<file path="src/rtl/lcd_pkg.sv">
// Shared definitions for the LCD init/refresh sequencer.
package lcd_pkg;

  typedef enum logic [2:0] {
    ST_IDLE  = 3'd0,
    ST_PWR   = 3'd1,
    ST_ISSUE = 3'd2,
    ST_WAIT  = 3'd3,
    ST_GAP   = 3'd4,
    ST_DONE  = 3'd5,
    ST_ERR   = 3'd6
  } lcd_state_t;

  // Writer data-mux select codes
  localparam logic [1:0] MUX_INIT = 2'b00;
  localparam logic [1:0] MUX_ADDR = 2'b01;
  localparam logic [1:0] MUX_CHAR = 2'b10;

  // LCD register-select levels
  localparam logic RS_CMD  = 1'b0;
  localparam logic RS_DATA = 1'b1;

endpackage

</file>
<file path="src/rtl/lcd_dly_cnt.sv">
// Loadable down-counter shared by the power-up wait, the execution gap
// and the write timeout. Load wins over enable; the count parks at zero.
module lcd_dly_cnt #(
  parameter int DLY_W = 16
) (
  input  logic             clk,
  input  logic             rst,
  input  logic             load,
  input  logic [DLY_W-1:0] load_val,
  input  logic             en,
  output logic             zero
);

  logic [DLY_W-1:0] cnt;

  // Count register: load, else decrement until terminal count
  always_ff @(posedge clk or posedge rst) begin
    if (rst) begin
      cnt <= '0;
    end else if (load) begin
      cnt <= load_val;
    end else if (en && (cnt != '0)) begin
      cnt <= cnt - 1'b1;
    end
  end

  assign zero = (cnt == '0);

endmodule

</file>
<file path="src/rtl/lcd_seq_ctrl.sv">
// LCD init/refresh sequencer. Walks either the init command list or a
// full-screen refresh (address command + LINE_LEN chars per line), handing
// one byte at a time to the writer and pacing it with gap and timeout timers.
//
// state | meaning
// ------+------------------------------------------------------------
// IDLE  | waiting for lcd_enable; mode captured on acceptance
// PWR   | power-up wait of PWR_CYC cycles before the first init command
// ISSUE | single-cycle wr_start for the current item
// WAIT  | waiting for wr_done, bounded by TO_CYC cycles
// GAP   | GAP_CYC cycles of LCD execution time, then advance the item
// DONE  | one-cycle lcd_finish
// ERR   | one-cycle lcd_err after a write timeout
module lcd_seq_ctrl
  import lcd_pkg::*;
#(
  parameter int N_INIT   = 4,
  parameter int N_LINES  = 2,
  parameter int LINE_LEN = 16,
  parameter int GAP_CYC  = 3,
  parameter int PWR_CYC  = 10,
  parameter int TO_CYC   = 50,
  parameter int DLY_W    = 16,
  parameter int IDX_W    = $clog2((N_INIT > N_LINES * LINE_LEN) ? N_INIT : N_LINES * LINE_LEN)
) (
  input  logic             clk,
  input  logic             rst,
  input  logic             lcd_enable,
  input  logic             mode,
  input  logic             wr_done,
  output logic             wr_start,
  output logic             wr_rs,
  output logic [1:0]       mux_sel,
  output logic [IDX_W-1:0] item_idx,
  output logic             busy,
  output logic             lcd_finish,
  output logic             lcd_err
);

  localparam logic [IDX_W-1:0] LAST_INIT = IDX_W'(N_INIT - 1);
  localparam logic [IDX_W-1:0] LAST_LINE = IDX_W'(N_LINES - 1);
  localparam logic [IDX_W-1:0] LAST_CHAR = IDX_W'(LINE_LEN - 1);

  lcd_state_t state, state_nxt;

  logic             mode_r;     // 0 = init run, 1 = refresh run
  logic             addr_ph;    // refresh: address item of current line is next
  logic [IDX_W-1:0] init_idx;
  logic [IDX_W-1:0] line_idx;
  logic [IDX_W-1:0] char_idx;   // position within the line, wraps at LINE_LEN
  logic [IDX_W-1:0] char_addr;  // running char buffer address across lines

  logic             accept;
  logic             advance;
  logic             last_item;
  logic             dly_load;
  logic [DLY_W-1:0] dly_val;
  logic             dly_en;
  logic             dly_zero;

  lcd_dly_cnt #(
    .DLY_W(DLY_W)
  ) u_dly (
    .clk     (clk),
    .rst     (rst),
    .load    (dly_load),
    .load_val(dly_val),
    .en      (dly_en),
    .zero    (dly_zero)
  );

  assign last_item = mode_r ? (!addr_ph && (char_idx == LAST_CHAR) && (line_idx == LAST_LINE))
                            : (init_idx == LAST_INIT);

  // State register
  always_ff @(posedge clk or posedge rst) begin
    if (rst) begin
      state <= ST_IDLE;
    end else begin
      state <= state_nxt;
    end
  end

  // Next state and timer control; timers are loaded with N-1 so a state
  // lasts exactly N cycles when it exits on the zero flag
  always_comb begin
    state_nxt = state;
    accept    = 1'b0;
    advance   = 1'b0;
    dly_load  = 1'b0;
    dly_val   = '0;
    dly_en    = 1'b0;
    case (state)
      ST_IDLE: begin
        if (lcd_enable) begin
          accept = 1'b1;
          if (!mode) begin
            state_nxt = ST_PWR;
            dly_load  = 1'b1;
            dly_val   = DLY_W'(PWR_CYC - 1);
          end else begin
            state_nxt = ST_ISSUE;
          end
        end
      end
      ST_PWR: begin
        if (dly_zero) state_nxt = ST_ISSUE;
        else          dly_en    = 1'b1;
      end
      ST_ISSUE: begin
        state_nxt = ST_WAIT;
        dly_load  = 1'b1;
        dly_val   = DLY_W'(TO_CYC - 1);
      end
      ST_WAIT: begin
        // wr_done is checked first so a reply on the expiry cycle still wins
        if (wr_done) begin
          state_nxt = ST_GAP;
          dly_load  = 1'b1;
          dly_val   = DLY_W'(GAP_CYC - 1);
        end else if (dly_zero) begin
          state_nxt = ST_ERR;
        end else begin
          dly_en = 1'b1;
        end
      end
      ST_GAP: begin
        if (dly_zero) begin
          if (last_item) begin
            state_nxt = ST_DONE;
          end else begin
            state_nxt = ST_ISSUE;
            advance   = 1'b1;
          end
        end else begin
          dly_en = 1'b1;
        end
      end
      ST_DONE: state_nxt = ST_IDLE;
      ST_ERR:  state_nxt = ST_IDLE;
      default: state_nxt = ST_IDLE;
    endcase
  end

  // Item indices: cleared on acceptance, stepped only at the end of GAP
  always_ff @(posedge clk or posedge rst) begin
    if (rst) begin
      mode_r    <= 1'b0;
      addr_ph   <= 1'b0;
      init_idx  <= '0;
      line_idx  <= '0;
      char_idx  <= '0;
      char_addr <= '0;
    end else if (accept) begin
      mode_r    <= mode;
      addr_ph   <= mode;
      init_idx  <= '0;
      line_idx  <= '0;
      char_idx  <= '0;
      char_addr <= '0;
    end else if (advance) begin
      if (!mode_r) begin
        init_idx <= init_idx + 1'b1;
      end else if (addr_ph) begin
        addr_ph <= 1'b0;
      end else begin
        char_addr <= char_addr + 1'b1;
        if (char_idx == LAST_CHAR) begin
          char_idx <= '0;
          line_idx <= line_idx + 1'b1;
          addr_ph  <= 1'b1;
        end else begin
          char_idx <= char_idx + 1'b1;
        end
      end
    end
  end

  // Status outputs decoded from the registered state
  always_comb begin
    wr_start   = (state == ST_ISSUE);
    busy       = (state != ST_IDLE);
    lcd_finish = (state == ST_DONE);
    lcd_err    = (state == ST_ERR);
  end

  // Writer selects, driven from registered indices so they stay put
  // from ISSUE through WAIT and GAP
  always_comb begin
    if (!mode_r) begin
      mux_sel  = MUX_INIT;
      wr_rs    = RS_CMD;
      item_idx = init_idx;
    end else if (addr_ph) begin
      mux_sel  = MUX_ADDR;
      wr_rs    = RS_CMD;
      item_idx = line_idx;
    end else begin
      mux_sel  = MUX_CHAR;
      wr_rs    = RS_DATA;
      item_idx = char_addr;
    end
  end

endmodule

</file>
<file path="config.mk">
export PLATFORM = sky130hd
export DESIGN_NAME = lcd_seq_ctrl
export DESIGN_NICKNAME = d
export VERILOG_FILES = /design/src/rtl/lcd_pkg.sv /design/src/rtl/lcd_dly_cnt.sv /design/src/rtl/lcd_seq_ctrl.sv
export SDC_FILE = /design/constraint.sdc
export NUM_CORES = 1
export LEC_CHECK = 0
export CORE_UTILIZATION = 45
export DETAILED_ROUTE_END_ITERATION = 8
export HOLD_SLACK_MARGIN = 0.1
export PLACE_DENSITY_LB_ADDON = 0.3
export SLEW_MARGIN = 15
export SYNTH_ARGS = -nofsm -noshare
export SYNTH_HDL_FRONTEND = slang
export SYNTH_SLANG_ARGS = --single-unit
</file>
<file path="constraint.sdc">
create_clock -name clk -period 3.17 [get_ports clk]
set_input_delay 0.4755 -clock clk [delete_from_list [all_inputs] [get_ports clk]]
set_output_delay 0.4755 -clock clk [all_outputs]
set_load 0.02 [all_outputs]
</file>
Yosys cells after proc, flatten, opt, wreduce, memory -nomap -nowiden
Index checks and enable logic that the tools add are counted.
{ "totals": {"input_bits": 5, "regBits": 41} }
{ "op_classes": {"add_sub_neg": 5, "eq_ne": 15, "muxes": 55, "reduce_logical": 18} }
{ "ops": {"columns": ["cell", "count"], "rows": [
  ["$mux W5", 19],
  ["$mux W16", 2],
  ["$add A5 B1 Y5 const B", 4],
  ["$mux W1", 18],
  ["$mux W3", 6],
  ["$pmux W6 S3", 1],
  ["$logic_not A16 Y1", 1],
  ["$reduce_bool A16 Y1", 1],
  ["$sub A16 B1 Y16 const B", 1],
  ["$pmux W3 S5", 1],
  ["$eq A3 B3 Y1 const B", 3],
  ["$mux W2", 4],
  ["$mux W4", 2],
  ["$reduce_and A4 Y1", 2],
  ["$reduce_bool A2 Y1", 4],
  ["$eq A3 B2 Y1 const B", 2],
  ["$ne A2 B2 Y1 const B", 3],
  ["$eq A5 B1 Y1 const B", 1],
  ["$eq A5 B2 Y1 const B", 1],
  ["$eq A5 B4 Y1 const B", 1],
  ["$ne A2 B1 Y1 const B", 2],
  ["$reduce_and A2 Y1", 2],
  ["$eq A3 B1 Y1 const B", 1],
  ["$logic_and A1 B1 Y1", 3],
  ["8 further kinds", 8]
]} }

Logic depth before layout (Yosys ltp)
{ "depth": {"word_depth": 9, "ltp_mapped": 9, "mapped_depth_nobuf": 7} }

Modules after synthesis
From an unflattened synthesis, not the netlist that was laid out.
{ "hier_totals": {"cells_unflattened": 309, "hier_area_um2": 2728.9} }
{ "by_module_without_submodules": {"columns": ["mod", "area_each_um2", "instances", "cells_per_inst"], "rows": [
  ["lcd_seq_ctrl", 1694.1, 1, 187],
  ["lcd_dly_cnt", 1034.7, 1, 122]
]} }

Least setup slack after synthesis
Ideal clock, no wire load.
{ "synth_timing": {"kind": "flip-flop to flip-flop", "startpoint": "reg u_dly.cnt[0]", "endpoint": "reg char_idx[3]", "required_ps": 3101, "setup_ps": 69, "synth_period_minus_slack_ps": 2395, "path_slack_ps": 775, "path_stages_with_launch": 8, "arrival_ps": 2326, "n_path_buf": 0, "path_cell_list": "dfrtp_1 inv_1 ha_1 nor4b_1 nand4b_4 or4_4 or4_1 nand3_1"} }
{ "synth_via": {"elab_chain_len": 5} }
{ "synth_lines": {"columns": ["element", "line", "rtl"], "rows": [
  ["from (decl)", "lcd_dly_cnt.sv:14", "logic [DLY_W-1:0] cnt;"],
  ["from (signal assigned)", "lcd_dly_cnt.sv:21", "cnt <= load_val;"],
  ["from (signal assigned)", "lcd_dly_cnt.sv:23", "cnt <= cnt - 1'b1;"],
  ["$logic_not A16 Y1", "lcd_dly_cnt.sv:27", "assign zero = (cnt == '0);"],
  ["$mux W1", "lcd_seq_ctrl.sv:128", "if (dly_zero) begin"],
  ["$mux W1", "lcd_seq_ctrl.sv:93", "case (state)"],
  ["$reduce_bool A2 Y1 (no line)", null, null],
  ["$reduce_and A3 Y1 (no line)", null, null],
  ["to (signal assigned)", "lcd_seq_ctrl.sv:173", "char_idx <= char_idx + 1'b1;"],
  ["to (decl)", "lcd_seq_ctrl.sv:50", "logic [IDX_W-1:0] char_idx;"]
]} }
Every way passes these cells.
A chain may end at the register's enable or synchronous reset.

Final worst setup path
{ "layout_timing": {"startpoint": "reg u_dly.cnt[0]", "endpoint": "reg init_idx[3]"} }
{ "layout_via": {"elab_chain_len": 5} }
{ "layout_lines": {"columns": ["element", "line", "rtl"], "rows": [
  ["$logic_not A16 Y1", "lcd_dly_cnt.sv:27", null],
  ["$mux W1", "lcd_seq_ctrl.sv:128", null],
  ["$mux W1", "lcd_seq_ctrl.sv:93", null],
  ["$reduce_bool A2 Y1 (no line)", null, null],
  ["$reduce_and A2 Y1 (no line)", null, null],
  ["to (signal assigned)", "lcd_seq_ctrl.sv:163", "init_idx <= init_idx + 1'b1;"],
  ["to (decl)", "lcd_seq_ctrl.sv:48", "logic [IDX_W-1:0] init_idx;"]
]} }
Every way passes these cells.

==> flow_metrics.env <==
export IMPL_critPathSlowestCell="or4_1"
export IMPL_row_count=26
export IMPL_hold_viol=0
export IMPL_reg2regPathDepth=7
export IMPL_io_buffers=16
export IMPL_dr_total_vias=2108
export IMPL_stdcell_count=358
export IMPL_core_um2=5200
export IMPL_yosys_warnings=0
export IMPL_hold_slack_ps=512
export IMPL_synth_area_um2=2470
export IMPL_layout_drive_gt1_share_pct=6.60
export IMPL_syn2layout_area_growth_pct=13.2
export IMPL_synthArstFlopShare_pct=100
export IMPL_cts_root_buffer="clkbuf_8"
export IMPL_synth_enable_flop_cells=0
export IMPL_finalCriticalPeriod_ps=2790
export IMPL_grt_pass1_wl_um=9510
export IMPL_cts_tree="yes"
export IMPL_numCtsBuffers=5
export IMPL_die_w_um=76.1
export IMPL_final_max_slew_viol_count=0
export IMPL_critPathLaunchType="flip-flop"
export IMPL_power_density_nw_per_um2=760
export IMPL_clock_path_buffers=2
export IMPL_grt_start_max_net_pins=42
export IMPL_drt_iter0_drc=147
export IMPL_p_leak_nw=1.24
export IMPL_place_congestion=0.850
export IMPL_yosysSeqAreaShare_pct=41.5
export IMPL_min_delay_path_depth=2
export IMPL_vias_per_cell=5.89
export IMPL_syn_area_per_cell_um2=8.99
export IMPL_critPathCaptureType="flip-flop"
export IMPL_slowest_delay_ps=640
export IMPL_ant_nets=0
export IMPL_crit_arrival_ps=2990
export IMPL_ys_types=49
export IMPL_post_cts_setup_buffers=0
export IMPL_num_io_pins=17
export IMPL_totalWireLength_um=5440
export IMPL_skew_ps=9.65
export IMPL_cp_max_fo=13
export IMPL_holdBufCountCts=0
export IMPL_die_y_um=76.1
export IMPL_routedWlPerCell_um=15.2
export IMPL_dieArea_um2=5790
export IMPL_grt_pass1_vias=1951
export IMPL_path_cells="inv_1 -> ha_1 -> nor4b_1 -> and4b_1 -> nand4_1 -> or4_1 -> a21oi_1"
export IMPL_fmax_mhz=359
export IMPL_ys_seq_elements=41
export IMPL_outcome="complete, no violations"
export IMPL_overflow=0
export IMPL_worstSkewPairLatency_ps=300
export IMPL_diodes=0
export IMPL_antenna_found_initial=0
export IMPL_drc=0
export IMPL_first_pass_iters=4
export IMPL_worstHoldPathType="flip-flop to flip-flop"
export IMPL_max_slew_margin_pct=40.7
export IMPL_clock_sinks=41
export IMPL_tightestPinTransition_ps=881
export IMPL_period_share_pct=87.9
export IMPL_setup_viol=0
export IMPL_initial_core_util_pct=47.5
export IMPL_critical_path_class="flip-flop to flip-flop"
export IMPL_dp_hpwl_um=3830
export IMPL_clk_pin_slew_ps=80
export IMPL_synth_net_count=286
export IMPL_ir_worst_vdd_v=0.000333
export IMPL_synth_cells=275
export IMPL_ys_flop_type="dfrtp_1"
export IMPL_finalSetupTns_ps=0
export IMPL_placed_cell_area_um2=2690
export IMPL_rsz0062_at_grt="false"
export IMPL_grtUsageTotal_pct=20.3
export IMPL_design_area_um2=2800
export IMPL_drv_cap=0
export IMPL_nNetsFinal=299
export IMPL_place_inst=351
export IMPL_n_fill_cell=496
export IMPL_cts_htree_levels=2
export IMPL_cts_resized_gates=0
export IMPL_worstPathRequired_ps=3380
==> cells in the mapped netlist (3+ instances only) <==
cell      count  share of area, %
dfrtp_1      41                42
nor2_1       23               3.5
a21oi_1      21               4.3
nand2_1      17               2.6
nand3_1      15               3.0
inv_1        12               1.8
mux2i_1      11               4.5
o21ai_0      10               2.0
or4_1        10               3.0
clkbuf_1      9               1.4
or3_1         9               2.3
nand2b_1      8               2.0
nor3_1        7               1.4
o31ai_1       7               2.1
ha_1          6               3.0
buf_2         5               1.0
nand4_1       5               1.3
o21ai_1       4              0.81
o22a_1        4               1.4
xnor2_1       4               1.4
xor2_1        4               1.4
and2_1        3              0.76
and3_1        3              0.76
nor3b_1       3              0.91
nor4_1        3              0.76
==> where the power goes <==
part	leakage [nW]	internal, mW	switching (mW)	total, mW
Sequential	0.549	0.613	0.116	0.729
Combinational	0.642	0.425	0.563	0.988
Clock	0.0540	0.229	0.180	0.409
==> flip-flops by register name, summed over array words and instances (netlist names) <==
signal / flops
state: 3
char_idx: 5
u_dly.cnt: 16
addr_ph: 1
init_idx: 5
mode_r: 1
line_idx: 5
char_addr: 5
==> layout make-up <==
cell class	count	area, µm²	share of cell area [%]
Inverter	12	45.0	1.61
Sequential cell	41	1030	36.7
Multi-Input combinational cell	206	1330	47.5
Clock inverter	2	35.0	1.25
Timing Repair Buffer	22	205	7.33
Tap cell	70	87.6	3.13
Clock buffer	5	68.8	2.46
==> metrics by stage <==
stage / total power, mW / utilization (%) / setup slack [ps]
detailed placement: 1.73 / 51.8 / 419
finish: 2.13 / 53.8 / 385
CTS: 2.14 / 53.8 / 344
global placement: 1.71 / 51.8 / 559
floorplan: 1.43 / - / 775
global route: 2.28 / 53.8 / 198
==> layout by cell type (no fill, tap or decap), types with 3 or more instances in the layout <==
cell and count:
clkdlybuf4s50_1 16, o21ai_0 10, nand3_1 15, nand4_1 5
and2_1 3, nor4_1 3, nand2_1 17, ha_1 6
xnor2_1 4, clkbuf_8 5, o31ai_1 7, nor3_1 7
buf_4 6, or3_1 9, nor2_1 23, or4_1 10
mux2i_1 11, o21ai_1 4, dfrtp_1 41, and3_1 3
inv_1 12, a21oi_1 21, nor3b_1 3, o22a_1 4
nand2b_1 8, xor2_1 4
==> worst max-delay path: cells and delay by family (launching register included) <==
| family | cells | cell delay (ps) |
|---|---|---|
| fa+ha+maj | 1 | 170 |
| flops | 1 | 420 |
| simple gates | 4 | 1860 |
| buf+inv | 1 | 70 |
| compound gates | 1 | 180 |
==> layer usage <==
metal,share of wire (%),track usage (%)
met1,48,27.7
met2,47,32.5
met3,3.7,4.19
met4,1.2,5.96
met5,0,0
==> final timing paths <==
kind                                   start      endpoint  slack, ps
worst min register to register   char_idx[4]   char_idx[4]        510
worst min-delay path             char_idx[4]   char_idx[4]        510
min in group asynchronous                rst   init_idx[2]        620
max in group asynchronous                rst  u_dly.cnt[0]       2190
worst max register to register  u_dly.cnt[0]   init_idx[3]        380
worst max-delay path            u_dly.cnt[0]   init_idx[3]        380
==> cells by family (layout without fill, tap and decap cells) <==
kind of cell	Yosys count	in the layout	share of synthesized area, %
buffers and inverters	28	41	4.66
adders and majority gates	6	6	3.04
AOI/OAI and AO/OA	61	61	15.5
xor gates and xnor gates	8	8	2.84
muxes	11	11	4.46
DFF	41	41	41.5
and+or+nand+nor	120	120	27.9
Power figures use the tool's default switching activity.
